==> src/rtl/reset_seq_pkg.sv <==
// reset_seq_pkg -- shared types and defaults for the reset sequencer.
//   state_e            : sequencer FSM state encoding
//   DEF_GAP_CYCLES     : default spacing between subsystem releases
//   DEF_TIMEOUT_CYCLES : default wait limit for pll_locked / mem_init_done
//   max_u              : elaboration-time helper for counter sizing
package reset_seq_pkg;

  typedef enum logic [2:0] {
    HOLD,
    WAIT_PLL,
    WAIT_MEM,
    GAP_VIDEO,
    GAP_CPU,
    RUN,
    FAULT
  } state_e;

  localparam int unsigned DEF_GAP_CYCLES     = 16;
  localparam int unsigned DEF_TIMEOUT_CYCLES = 1000000;

  function automatic int unsigned max_u(input int unsigned a, input int unsigned b);
    return (a > b) ? a : b;
  endfunction

endpackage

==> src/rtl/reset_seq_timer.sv <==
// reset_seq_timer -- shared up-counter with clear, enable and terminal compare.
//   clk     : system clock
//   rst_n   : synchronous active-low reset (clears the count)
//   clr_i   : clear count to 0 (wins over en_i)
//   en_i    : increment count
//   term_i  : terminal value to compare against
//   tc_o    : high while count == term_i (from the registered count)
module reset_seq_timer #(
  parameter int W = 4
) (
  input  logic         clk,
  input  logic         rst_n,
  input  logic         clr_i,
  input  logic         en_i,
  input  logic [W-1:0] term_i,
  output logic         tc_o
);

  logic [W-1:0] cnt_q;

  always_ff @(posedge clk) begin
    if (!rst_n || clr_i) cnt_q <= '0;
    else if (en_i)       cnt_q <= cnt_q + 1'b1;
  end

  assign tc_o = (cnt_q == term_i);

endmodule

==> src/rtl/reset_seq.sv <==
// reset_seq -- ordered subsystem reset release: mem, then video, then cpu.
//   clk           : system clock
//   reset         : synchronous active-low reset; its release starts the sequence
//   pll_locked    : PLL lock (clk-synchronous); loss of lock restarts the sequence
//   mem_init_done : memory init complete (level)
//   rst_mem_n     : memory controller reset (active low)
//   rst_video_n   : video subsystem reset (active low)
//   rst_cpu_n     : CPU/bus subsystem reset (active low)
//   sys_ready     : all subsystems released
//   fault         : sequencing timeout latched
// Optional: define RESET_SEQ_TIMEOUT_EN to bound the PLL / memory-init waits
// by TIMEOUT_CYCLES and enter FAULT on expiry. Without it the waits are
// unbounded and fault is constant 0.
module reset_seq
  import reset_seq_pkg::*;
#(
  parameter int unsigned GAP_CYCLES     = DEF_GAP_CYCLES,
  parameter int unsigned TIMEOUT_CYCLES = DEF_TIMEOUT_CYCLES
) (
  input  logic clk,
  input  logic reset,
  input  logic pll_locked,
  input  logic mem_init_done,
  output logic rst_mem_n,
  output logic rst_video_n,
  output logic rst_cpu_n,
  output logic sys_ready,
  output logic fault
);

`ifdef RESET_SEQ_TIMEOUT_EN
  localparam int CNT_W = $clog2(max_u(GAP_CYCLES, TIMEOUT_CYCLES) + 1);
  localparam logic [CNT_W-1:0] TMO_TERM = CNT_W'(TIMEOUT_CYCLES - 1);
`else
  localparam int CNT_W = $clog2(GAP_CYCLES + 1);
`endif
  localparam logic [CNT_W-1:0] GAP_TERM = CNT_W'(GAP_CYCLES - 1);

  state_e           state_q;
  logic             mem_q, video_q, cpu_q, ready_q;
  logic             tmr_clr, tmr_en, tmr_tc;
  logic [CNT_W-1:0] tmr_term;

  // Timer control. The count is held at 0 except while a gap (or, with the
  // timeout enabled, a wait) is being timed, and is cleared on the edge that
  // leaves a timed state so the next state starts from 0.
  always_comb begin
    tmr_clr  = 1'b1;
    tmr_en   = 1'b0;
    tmr_term = GAP_TERM;
    case (state_q)
`ifdef RESET_SEQ_TIMEOUT_EN
      WAIT_PLL: if (!pll_locked) begin
        tmr_clr = 1'b0; tmr_en = 1'b1; tmr_term = TMO_TERM;
      end
      WAIT_MEM: if (pll_locked && !mem_init_done) begin
        tmr_clr = 1'b0; tmr_en = 1'b1; tmr_term = TMO_TERM;
      end
`endif
      GAP_VIDEO, GAP_CPU: if (pll_locked && !tmr_tc) begin
        tmr_clr = 1'b0; tmr_en = 1'b1;
      end
      default: ;
    endcase
  end

  reset_seq_timer #(.W(CNT_W)) u_timer (
    .clk    (clk),
    .rst_n  (reset),
    .clr_i  (tmr_clr),
    .en_i   (tmr_en),
    .term_i (tmr_term),
    .tc_o   (tmr_tc)
  );

`ifdef RESET_SEQ_TIMEOUT_EN
  logic fault_q;
`endif

  // Sequencer with registered outputs. Loss of PLL lock after WAIT_PLL drops
  // every reset back to asserted on the sampling edge, then replays from HOLD.
  always_ff @(posedge clk) begin
    if (!reset) begin
      state_q <= HOLD;
      mem_q   <= 1'b0;
      video_q <= 1'b0;
      cpu_q   <= 1'b0;
      ready_q <= 1'b0;
`ifdef RESET_SEQ_TIMEOUT_EN
      fault_q <= 1'b0;
`endif
    end else begin
      case (state_q)
        HOLD: state_q <= WAIT_PLL;
        WAIT_PLL: begin
          if (pll_locked) begin
            state_q <= WAIT_MEM;
            mem_q   <= 1'b1;
          end
`ifdef RESET_SEQ_TIMEOUT_EN
          else if (tmr_tc) begin
            state_q <= FAULT;
            fault_q <= 1'b1;
          end
`endif
        end
        WAIT_MEM, GAP_VIDEO, GAP_CPU, RUN: begin
          if (!pll_locked) begin
            state_q <= HOLD;
            mem_q   <= 1'b0;
            video_q <= 1'b0;
            cpu_q   <= 1'b0;
            ready_q <= 1'b0;
          end else if (state_q == WAIT_MEM) begin
            // mem_init_done is only looked at here; later drops are ignored.
            if (mem_init_done) state_q <= GAP_VIDEO;
`ifdef RESET_SEQ_TIMEOUT_EN
            else if (tmr_tc) begin
              state_q <= FAULT;
              mem_q   <= 1'b0;
              fault_q <= 1'b1;
            end
`endif
          end else if (state_q == GAP_VIDEO && tmr_tc) begin
            state_q <= GAP_CPU;
            video_q <= 1'b1;
          end else if (state_q == GAP_CPU && tmr_tc) begin
            state_q <= RUN;
            cpu_q   <= 1'b1;
            ready_q <= 1'b1;
          end
        end
        FAULT: state_q <= FAULT;
        default: state_q <= HOLD;
      endcase
    end
  end

  assign rst_mem_n   = mem_q;
  assign rst_video_n = video_q;
  assign rst_cpu_n   = cpu_q;
  assign sys_ready   = ready_q;
`ifdef RESET_SEQ_TIMEOUT_EN
  assign fault       = fault_q;
`else
  assign fault       = 1'b0;
`endif

endmodule

==> config.mk <==
export PLATFORM = sky130hd
export DESIGN_NAME = reset_seq
export DESIGN_NICKNAME = d
export VERILOG_FILES = /design/src/rtl/reset_seq_pkg.sv /design/src/rtl/reset_seq_timer.sv /design/src/rtl/reset_seq.sv
export SDC_FILE = /design/constraint.sdc
export NUM_CORES = 1
export LEC_CHECK = 0
export BUFFER_PORTS_ARGS = -buffer_cell sky130_fd_sc_hd__buf_4
export CAP_MARGIN = 25
export CORE_MARGIN = 2
export CORE_UTILIZATION = 42
export CTS_BUF_LIST = sky130_fd_sc_hd__clkbuf_4 sky130_fd_sc_hd__clkbuf_8 sky130_fd_sc_hd__clkbuf_16
export CTS_CLUSTER_SIZE = 40
export DETAILED_ROUTE_END_ITERATION = 12
export MAX_ROUTING_LAYER = met4
export PLACE_DENSITY = 0.66
export SLEW_MARGIN = 20
export SYNTH_ARGS = -nofsm -noshare
export SYNTH_HDL_FRONTEND = slang
export SYNTH_SLANG_ARGS = --single-unit
==> constraint.sdc <==
create_clock -name clk -period 1.5 [get_ports clk]
set_input_delay 0.3 -clock clk [delete_from_list [all_inputs] [get_ports clk]]
set_output_delay 0.3 -clock clk [all_outputs]
set_load 0.01 [all_outputs]
==> summary.md, run 1 <==
| Metric | Value |
|---|---|
| Setup slack after placement | `-0.02227 ns` |
| Clk_lat worst skew | `0.26 ns` |
| Hold Path Class | `input pin to register` |
| Yosys warns | `0` |
| Failing checks | `negative setup slack` |
| Final hold violation count | `0` |
| Clock transition at path regs | `0.08 ns` |
| Commonest non-fill, non-tap cells in the layout | `buf_4 (12), dfxtp_1 (9), nor2_1 (7)` |
| Tmin final | `1.520 ns` |
| Hold Path Depth | `2` |
| Post-CTS Hold Buffers | `0` |
| RSZ-0062 raised after global routing | `yes` |
| Simple logic cell fraction of the synthesized area | `16.96%` |
| Proportion of synthesized area in mux cells | `0%` |
| Layout cells sized above 1 | `31.17%` |
| Reg2reg start | `u_timer.cnt_q[0]` |
| ANT cells | `0` |
| 1st-iter DRT viols | `5` |
| Gr usage total | `16.49%` |
| Top_reg_cell synth | `dfxtp_1` |
| Syn Inst Count | `68` |
| Worst Setup End Kind | `register` |
| P per Cell Area | `817.7 mW/mm^2` |
| Syn nets | `74` |
| Buffers on Ports | `7` |
| DR vias | `475` |
| Critical path class | `register to register` |
| DIE HEIGHT | `40.78 um` |
| TritonRoute pass-1 iters | `3` |
| Synth unique cells | `32` |
| Register area share after synthesis | `38.77%` |
| Post-route cell area | `711.9 sq um` |
| Core area | `0.001285 sq mm` |
| Initial antenna violation count | `0` |
| Sink Count | `11` |
| Clock buffer depth | `2` |
| Worst R2R Path Depth | `6` |
| CTS buffer count | `3` |
| Reg2reg end | `state_q[0]` |
| Syn Area/Cell | `8.354 sq um` |
| Min-delay src | `reset` |
| Power share of the clock group | `34.9%` |
| Fin nets | `84` |
| Routed WL | `1.070 mm` |
| Worst setup SP type | `register` |
| Leakage | `0.2912 nW` |
| Comb pwr share | `12.1%` |
| Post-synthesis xor/xnor area fraction | `3.084%` |
| Commonest non-fill, non-tap cell in the layout | `buf_4` |
| Synth Area in Compound Gates | `25.99%` |
| Horiz. Die Dim | `40.78 um` |
| Initial Utilization | `44.21%` |
| Post-Synth Adder-Cell Area | `4.405%` |
| Sequential power share | `53.0%` |
| Crit path DAT | `1.69 ns` |
| WP data required | `1.67 ns` |
| Gpl congestion | `0.7745` |
| Area growth syn-to-layout | `25.33%` |
| Drc violations | `0` |
| Global route overflow | `0` |
| Flop-to-flop setup slack | `-0.02 ns` |
| First-pass GRT wire length | `1.683 mm` |
| Placed inst area | `659.4 sq um` |
| Largest net degree at the start of global routing | `15` |
| #FFs+latches synth | `11` |
| TritonCTS clock tree | `built` |
| DRT antenna net count | `0` |
| H-tree levels | `1` |
| CTS root buffer | `clkbuf_4` |
| Peak Freq | `0.6579 GHz` |
| Main combinational cell family by area after synthesis | `compound AO/OA/AOI/OAI gates` |
| Status | `finished, violations left` |
| CP max FO | `3` |
| Setup TNS | `-0.01989 ns` |
| Tcrit/Tclk final | `101.3%` |
| FFs w/ async S/R, synth | `0%` |
| Multi-input gate area | `334.1 sq um` |
| Int Power | `0.0004323 W` |
| Max_cap viols | `0` |
| Final Util | `55.40%` |
| Skew final | `0.001995 ns` |
| Final setup vio count | `1` |
| Sequential cell area | `222.7 sq um` |
| P_sw | `0.0001498 W` |
| # rows | `13` |
| Final slew viol count | `0` |
| VDD IR-drop max | `0.5472 mV` |
| Sw Share | `25.74%` |
| Setup Fix Bufs, Post-CTS | `0` |
| HPWL after DPL | `725.7 um` |
| Vias in the first global route | `374` |
| Hold path endpoint | `rst_mem_n` |
| Synthesized cell area | `568.0 sq um` |
| Die ar. | `0.001663 sq mm` |
| # fillers | `125` |
| Mean routed wirelength per cell | `11.63 um` |
| I/O pins | `9` |
| Via density | `5.163` |
| EDFF count, synth | `0` |
| Final setup margin | `-0.01989 ns` |
## layout make-up
class                   count  area share [%]
repair buffers             12           12.65
well taps                  15           2.636
inverters                   5           2.636
clock inverters             1          0.7030
clock buffers               3           3.163
flip-flops and latches     11           31.28
multi-input cells          45           46.92
## metal layers
layer	global-route usage, %	routed length [um]	up-vias	share of wire, %
met5	-	0	-	0
met2	19.44	453	4	42
li1	-	-	251	-
met3	4.891	25	2	2.3
met1	23.61	578	218	54
met4	10.00	12	0	1.1
## Yosys cell counts, types with 2 or more instances
master,n,area (sq um)
dfxtp_1,11,220.2
nor2_1,7,26.28
inv_1,5,18.77
buf_2,4,20.02
o21ai_0,4,20.02
a21oi_1,3,15.01
nand2_1,3,11.26
nor2b_1,3,18.77
a211oi_1,2,15.01
buf_4,2,15.01
ha_1,2,25.02
o211a_1,2,20.02
## sequential cells by signal, indices dropped and copies added, names as in the netlist
signal	count
state_q	3
rst_mem_n	1
u_timer.cnt_q	5
rst_video_n	1
sys_ready	1
## stage by stage
stage	power (W)	hold WS (ns)	instances
after floorplan	0.0003628	0.3949	68
after global placement	0.0003818	0.4009	88
after detailed placement	0.0003823	0.4081	88
after CTS	0.0005859	0.3101	92
after global routing	0.0006135	0.3208	92
final	0.0005821	0.3237	92
## worst max-delay path by stage
stage / slack (ns) / to / depth (start not counted) / from
floorplan: -0.02 / state_q[0] / 6 / u_timer.cnt_q[1]
global placement: -0.01 / state_q[0] / 6 / u_timer.cnt_q[1]
detailed placement: -0.02 / state_q[0] / 6 / u_timer.cnt_q[1]
CTS: -0.02 / state_q[0] / 6 / u_timer.cnt_q[0]
global route: -0.08 / state_q[0] / 6 / u_timer.cnt_q[0]
finish: -0.02 / state_q[0] / 6 / u_timer.cnt_q[0]
## power groups by stage
stage / Sequential [W] / Clock (W) / Combinational, W
after CTS: 0.000309 / 0.000210 / 0.0000671
final: 0.000309 / 0.000203 / 0.0000705
after global placement: 0.000315 / 0 / 0.0000669
after detailed placement: 0.000315 / 0 / 0.0000669
after global routing: 0.000310 / 0.000224 / 0.0000797
after floorplan: 0.000314 / 0 / 0.0000491
## worst max-delay path, stage by stage, from the launching register on
cell and delay [ns]:
dfxtp_2 0.34, ha_4 0.15, and3_4 0.18, ha_4 0.15, o211a_1 0.20, o211a_1 0.20, a31o_2 0.20
## cells by family (layout without fill, tap and decap cells)
| logic type | count (synthesis) | after routing |
|---|---|---|
| AOI/OAI and AO/OA | 21 | 21 |
| and+or+nand+nor | 19 | 19 |
| buffers and inverters | 12 | 21 |
| DFF | 11 | 11 |
| adders and majority gates | 2 | 2 |
| xor gates and xnor gates | 2 | 2 |
| other | 1 | 1 |
## what timing repair did
action,in CTS,in global routing
endpoints found under the setup margin,1,5
pin swaps,1,0
gates resized for setup,2,2
Note: power is estimated with default switching activity, not from simulation.
==> run 2, diff against run 1 <==
CORE_AREA = 2 2 39 41   (was default)
CORE_MARGIN = default   (was 2)
CORE_UTILIZATION = default   (was 42)
DIE_AREA = 0 0 41 43   (was default)
==> run 2 against run 1 <==
The flow now finishes without violations. Critical path depth did not move. Register-to-register slack improved by 0.02 ns. Total power rose by 1.4%. Design area fell by 0.18%. Final cell count rose by 1.1%. Combinational power fell by 14%. Largest cell class unchanged.
==> summary.md, run 2 (synthesized netlist as in run 1, its figures left out) <==
| Metric | Value |
|---|---|
| RSZ-0062 raised after global routing | `yes` |
| Max_cap viols | `0 (unchanged)` |
| Leakage | `0.2914 nW (+0.10%)` |
| Placed inst area | `660.6 sq um (+0.19%)` |
| Clock transition at path regs | `0.07 ns (about the same)` |
| Tcrit/Tclk final | `99.81% (-1.5 points)` |
| ANT cells | `0 (unchanged)` |
| TritonCTS clock tree | `built` |
| Reg2reg start | `u_timer.cnt_q[1]` |
| Post-route cell area | `710.7 sq um (-0.18%)` |
| Fin nets | `84 (unchanged)` |
| CP max FO | `2 (-1)` |
| Final setup margin | `0.002789 ns (+0.02268 ns)` |
| CP cell instances | `ha_4 > and3_4 > ha_4 > o211a_1 > o211a_1 > a31o_2` |
| Reg2reg end | `state_q[0]` |
| Die ar. | `0.001763 sq mm (+6.0%)` |
| Final setup vio count | `0 (-1)` |
| Clock buffer depth | `2 (unchanged)` |
| Skew final | `0.008537 ns (+0.006543 ns)` |
| Worst setup SP type | `register` |
| Global route overflow | `0 (unchanged)` |
| Gr usage total | `15.48% (-1.0 points)` |
| Final Util | `51.36% (-4.0 points)` |
| Largest net degree at the start of global routing | `15 (unchanged)` |
| Post-CTS Hold Buffers | `0 (unchanged)` |
| Final hold violation count | `0 (unchanged)` |
| Post-Place Cells | `89 (+1.1%)` |
| First-pass GRT wire length | `1.752 mm (+4.1%)` |
| VDD IR-drop max | `0.4843 mV (-11%)` |
| Tmin final | `1.497 ns (-0.02268 ns)` |
| CTS buffer count | `3 (unchanged)` |
| Initial Utilization | `41.05% (-3.2 points)` |
| 1st-iter DRT viols | `3 (-2)` |
| Drc violations | `0 (unchanged)` |
| I/O pins | `9 (unchanged)` |
| # rows | `14 (+1)` |
| Setup Fix Bufs, Post-CTS | `0 (unchanged)` |
| Area growth syn-to-layout | `25.11%` |
| Crit path DAT | `1.67 ns (-0.02 ns)` |
| CTS root buffer | `clkbuf_4` |
| Core area | `0.001384 sq mm (+7.7%)` |
| Via density | `5.161 (about the same)` |
| DIE HEIGHT | `43 um (+5.5%)` |
| Commonest non-fill, non-tap cells in the layout | `buf_4 (12), dfxtp_1 (9), nor2_1 (7)` |
| Hold path endpoint | `rst_mem_n` |
| # fillers | `129 (+3.2%)` |
| Max FFs per register | `5 (unchanged)` |
| Clk_lat worst skew | `0.27 ns (about the same)` |
| Sequential cell area | `222.7 sq um (unchanged)` |
| Final slew viol count | `0 (unchanged)` |
| Mean routed wirelength per cell | `11.54 um (-0.80%)` |
| Critical path's slowest cell | `dfxtp_2` |
| Worst R2R Path Depth | `6 (unchanged)` |
| Critical path class | `register to register` |
| Gpl congestion | `0.7645 (-1.3%)` |
| Routed WL | `1.073 mm (+0.28%)` |
| Worst Setup End Kind | `register` |
| Horiz. Die Dim | `41 um (+0.55%)` |
| Flop-to-flop setup slack | `0.003 ns (+0.02 ns)` |
| H-tree levels | `1 (unchanged)` |
| Vias in the first global route | `421 (+13%)` |
| Initial antenna violation count | `0 (unchanged)` |
| TritonRoute pass-1 iters | `4 (+1)` |
| Hold Path Class | `input pin to register` |
| Sink Count | `11 (unchanged)` |
| Multi-input gate area | `329.1 sq um (-1.5%)` |
| HPWL after DPL | `741.5 um (+2.2%)` |
| Hold Path Depth | `2 (unchanged)` |
| DR vias | `480 (+1.1%)` |
| DRT antenna net count | `0 (unchanged)` |
| Commonest non-fill, non-tap cell in the layout | `buf_4` |
| P per Cell Area | `830.9 mW/mm^2 (+1.6%)` |
| Biggest regs | `u_timer.cnt_q: 5 flops, state_q: 3 flops` |
| Setup slack after placement | `-0.009371 ns (+0.01290 ns)` |
| Status | `finished clean` |
| Top reg by flops | `u_timer.cnt_q` |
| Critical path's largest stage delay | `0.33 ns (about the same)` |
| Post-route insts no fill | `93 (+1.1%)` |
| WP data required | `1.67 ns (about the same)` |
| Buffers on Ports | `7 (unchanged)` |
| Min Hold Slack | `0.3166 ns (-0.007070 ns)` |
| Layout cells sized above 1 | `29.87% (-1.3 points)` |
| Peak Freq | `0.6679 GHz (+1.5%)` |
| Min-delay src | `reset` |
==> run 2: cell types whose count changed in the layout (fill, tap and decap cells not counted) <==
cell,before,now
a211oi_2,1,0
clkbuf_4,3,4
clkinv_2,1,0
a211oi_1,1,2
==> run 2: metrics by stage <==
step	setup TNS, ns	total power (W)
final	0	0.0005905
after global routing	-0.05885	0.0006253
after CTS	-0.003405	0.0006016
after detailed placement	-0.009371	0.0003788
after global placement	-0.001764	0.0003778
after floorplan	-0.01857	0.0003628
==> run 2: how the worst max path moves through the flow <==
stage,start,cells past startpoint,slack [ns],to
after detailed placement,u_timer.cnt_q[1],6,-0.009,state_q[0]
after global placement,u_timer.cnt_q[1],6,-0.002,state_q[0]
after global routing,u_timer.cnt_q[1],6,-0.06,state_q[0]
after floorplan,u_timer.cnt_q[1],6,-0.02,state_q[0]
after CTS,u_timer.cnt_q[1],6,-0.003,state_q[0]
final,u_timer.cnt_q[1],6,0.003,state_q[0]
==> run 2: layer usage <==
| metal | routed length [um] | track usage, % | vias up | part of all wire (%) |
|---|---|---|---|---|
| li1 | - | - | 256 | - |
| met1 | 498 | 18.18 | 216 | 46 |
| met2 | 518 | 21.88 | 8 | 48 |
| met3 | 56 | 9.424 | 0 | 5.2 |
| met4 | 0 | 4.000 | 0 | 0 |
| met5 | 0 | - | - | 0 |
==> run 2: what timing repair did <==
| item | in CTS | in global routing |
|---|---|---|
| endpoints found under the setup margin | 1 | 2 |
| pin swaps | 0 | 0 |
| gates resized for setup | 2 | 1 |
==> run 2: cell type report <==
type	count	share of cell area (%)
sequential	11	31.34
multi-input combinational	45	46.30
clock buffer	4	4.225
tap	16	2.817
timing repair buffer	12	12.68
inverter	5	2.641
==> run 2: worst max-delay path: cells and delay by family (launching register included) <==
| family | cells | cell delay [ns] |
|---|---|---|
| adders and majority gates | 2 | 0.30 |
| and+or+nand+nor | 1 | 0.18 |
| DFF | 1 | 0.33 |
| AOI/OAI and AO/OA | 3 | 0.59 |
==> run 2: where the power goes <==
part	internal (W)	switching, W	total (W)
Clock	0.000121	0.0000956	0.000216
Combinational	0.0000299	0.0000307	0.0000606
Sequential	0.000300	0.0000132	0.000313
==> run 3, diff against run 2 <==
GPL_TIMING_DRIVEN = 0   (was default)
==> run 3 against run 2 <==
The run now ends with negative setup slack left. Sequential power fell by 2%. Sequential share of layout area is 0.44 points lower. Non-clock buffer count grew 4. Count of clock-buffer cells in the layout decreased by 1. Largest cell class unchanged.
==> summary.md, run 3 (synthesized netlist as in run 1, its figures left out) <==
| Metric | Value |
|---|---|
| Clk_lat worst skew | `0.27 ns (about the same)` |
| Critical path's slowest cell | `dfxtp_2` |
| Skew final | `0.0007577 ns (-0.007780 ns)` |
| Setup TNS | `-0.01057 ns (-0.01057 ns)` |
| Buffers on Ports | `6 (-1)` |
| Die ar. | `0.001763 sq mm (unchanged)` |
| Post-route cell area | `720.7 sq um (+1.4%)` |
| Final setup margin | `-0.01057 ns (-0.01336 ns)` |
| VDD IR-drop max | `0.5002 mV (+3.3%)` |
| Global route overflow | `0 (unchanged)` |
| Critical path class | `register to register` |
| Failing checks | `negative setup slack` |
| Mean routed wirelength per cell | `11.08 um (-3.9%)` |
| Crit path DAT | `1.68 ns (about the same)` |
| CTS buffer count | `3 (unchanged)` |
| Biggest regs | `u_timer.cnt_q: 5 flops, state_q: 3 flops` |
| Post-route insts no fill | `97 (+4.3%)` |
| Final slew viol count | `0 (unchanged)` |
| TritonCTS clock tree | `built` |
| Worst setup SP type | `register` |
| Clock buffer depth | `2 (unchanged)` |
| Gr usage total | `15.32% (-0.16 points)` |
| Hold Path Class | `input pin to register` |
| 1st-iter DRT viols | `9 (+6)` |
| Routed WL | `1.075 mm (+0.19%)` |
| CP max FO | `2 (unchanged)` |
| Core area | `0.001384 sq mm (unchanged)` |
| Via density | `5.165 (about the same)` |
| Top reg by flops | `u_timer.cnt_q` |
| Area growth syn-to-layout | `26.87%` |
| Final setup vio count | `1 (+1)` |
| Sequential cell area | `222.7 sq um (unchanged)` |
| ANT cells | `0 (unchanged)` |
| Gpl congestion | `0.7332 (-4.1%)` |
| CTS root buffer | `clkbuf_4` |
| Worst Setup End Kind | `register` |
| # rows | `14 (unchanged)` |
| Final hold violation count | `0 (unchanged)` |
| Multi-input gate area | `325.3 sq um (-1.1%)` |
| Vias in the first global route | `443 (+5.2%)` |
| Worst path top cell family by delay | `compound AO/OA/AOI/OAI gates` |
| Tmin final | `1.511 ns (+0.01336 ns)` |
| Setup slack after placement | `-0.07370 ns (-0.06433 ns)` |
| Commonest non-fill, non-tap cell in the layout | `buf_4` |
| Worst path bufs/invs | `0 (unchanged)` |
| Post-CTS Hold Buffers | `0 (unchanged)` |
| Max FFs per register | `5 (unchanged)` |
| TritonRoute pass-1 iters | `4 (unchanged)` |
| Horiz. Die Dim | `41 um (unchanged)` |
| DIE HEIGHT | `43 um (unchanged)` |
| H-tree levels | `1 (unchanged)` |
| Placed inst area | `654.4 sq um (-0.95%)` |
| Fin nets | `88 (+4.8%)` |
| Drc violations | `0 (unchanged)` |
| Status | `finished, violations left` |
| Peak Freq | `0.6620 GHz (-0.88%)` |
| DR vias | `501 (+4.4%)` |
| Clock transition at path regs | `0.07 ns (about the same)` |
| I/O pins | `9 (unchanged)` |
| Leakage | `0.3054 nW (+4.8%)` |
| HPWL after DPL | `700.5 um (-5.5%)` |
| Initial antenna violation count | `0 (unchanged)` |
| CP cell instances | `ha_4 > and3_4 > ha_4 > o211a_1 > o211a_1 > a31o_2` |
| Tcrit/Tclk final | `100.7% (+0.89 points)` |
| Commonest non-fill, non-tap cells in the layout | `buf_4 (11), dfxtp_1 (9), nor2_1 (7)` |
| Max_cap viols | `0 (unchanged)` |
| Post-Place Cells | `90 (+1.1%)` |
| DRT antenna net count | `0 (unchanged)` |
| First-pass GRT wire length | `1.738 mm (-0.80%)` |
| # fillers | `131 (+1.6%)` |
| Initial Utilization | `41.05% (unchanged)` |
| WP data required | `1.67 ns (about the same)` |
| RSZ-0062 raised after global routing | `yes` |
| Critical path's largest stage delay | `0.34 ns (about the same)` |
| Largest net degree at the start of global routing | `11 (-4)` |
| Sink Count | `11 (unchanged)` |
| P per Cell Area | `808.7 mW/mm^2 (-2.7%)` |
| Layout cells sized above 1 | `32.10% (+2.2 points)` |
-- run 3: cell count changes in the layout (fill, tap and decap cells not counted), sizes merged --
cell	delta
clkinv	+1
buf	+3
-- run 3: path summary, 6_finish.rpt --
check | startpoint | endpoint | slack [ns] | cells after the start
max | u_timer.cnt_q[0] | state_q[0] | -0.01 | 6
min | reset | rst_video_n | 0.42 | 3
max reg2reg | u_timer.cnt_q[0] | state_q[0] | -0.01 | 6
min reg2reg | rst_video_n | rst_video_n | 0.50 | 2
-- run 3: worst reg2reg max path, cell delays in order, from the launching register on --
cell and delay [ns]:
dfxtp_2 0.34, ha_4 0.15, and3_4 0.18, ha_4 0.15
o211a_1 0.19, o211a_1 0.19, a31o_2 0.20
-- run 3: final cells by class --
cell class                 count  share of cell area [%]
multi-input combinational     45                   45.14
sequential                    11                   30.90
inverter                       5                   2.604
buffer                         7                   5.382
clock inverter                 1                  0.6944
timing repair buffer           9                   9.375
tap                           16                   2.778
clock buffer                   3                   3.125
-- run 3: metal layers --
metal  global-route usage (%)  share of wire, %  up-vias
li1                         -                 -      264
met1                    17.05                45      219
met2                    22.50                48       16
met4                    4.000              0.37        0
met5                        -                 0        -
met3                    9.424               6.5        2
-- run 3: power by group --
| group | total [W] | switching, W | internal (W) |
|---|---|---|---|
| clock | 0.000204 | 0.000106 | 0.0000988 |
| sequential | 0.000307 | 0.00000687 | 0.000300 |
| combinational | 0.0000715 | 0.0000390 | 0.0000325 |
| total | 0.000583 | 0.000151 | 0.000431 |
-- run 3: timing repair --
action / 4_1_cts / 5_1_grt
pin swaps: 2 / 0
cloned: 0 / 0
resized for setup: 2 / 1
setup endpoints to repair: 1 / 2
setup buffers: 3 / 0
-- run 3: stage by stage --
stage	hold WS [ns]	power [W]	utilization [%]
after floorplan	0.3949	0.0003628	-
after global placement	0.4080	0.0003813	47.29
after detailed placement	0.4093	0.0003818	47.29
after CTS	0.4059	0.0005911	51.72
after global routing	0.4266	0.0006149	52.08
final	0.4174	0.0005828	52.08
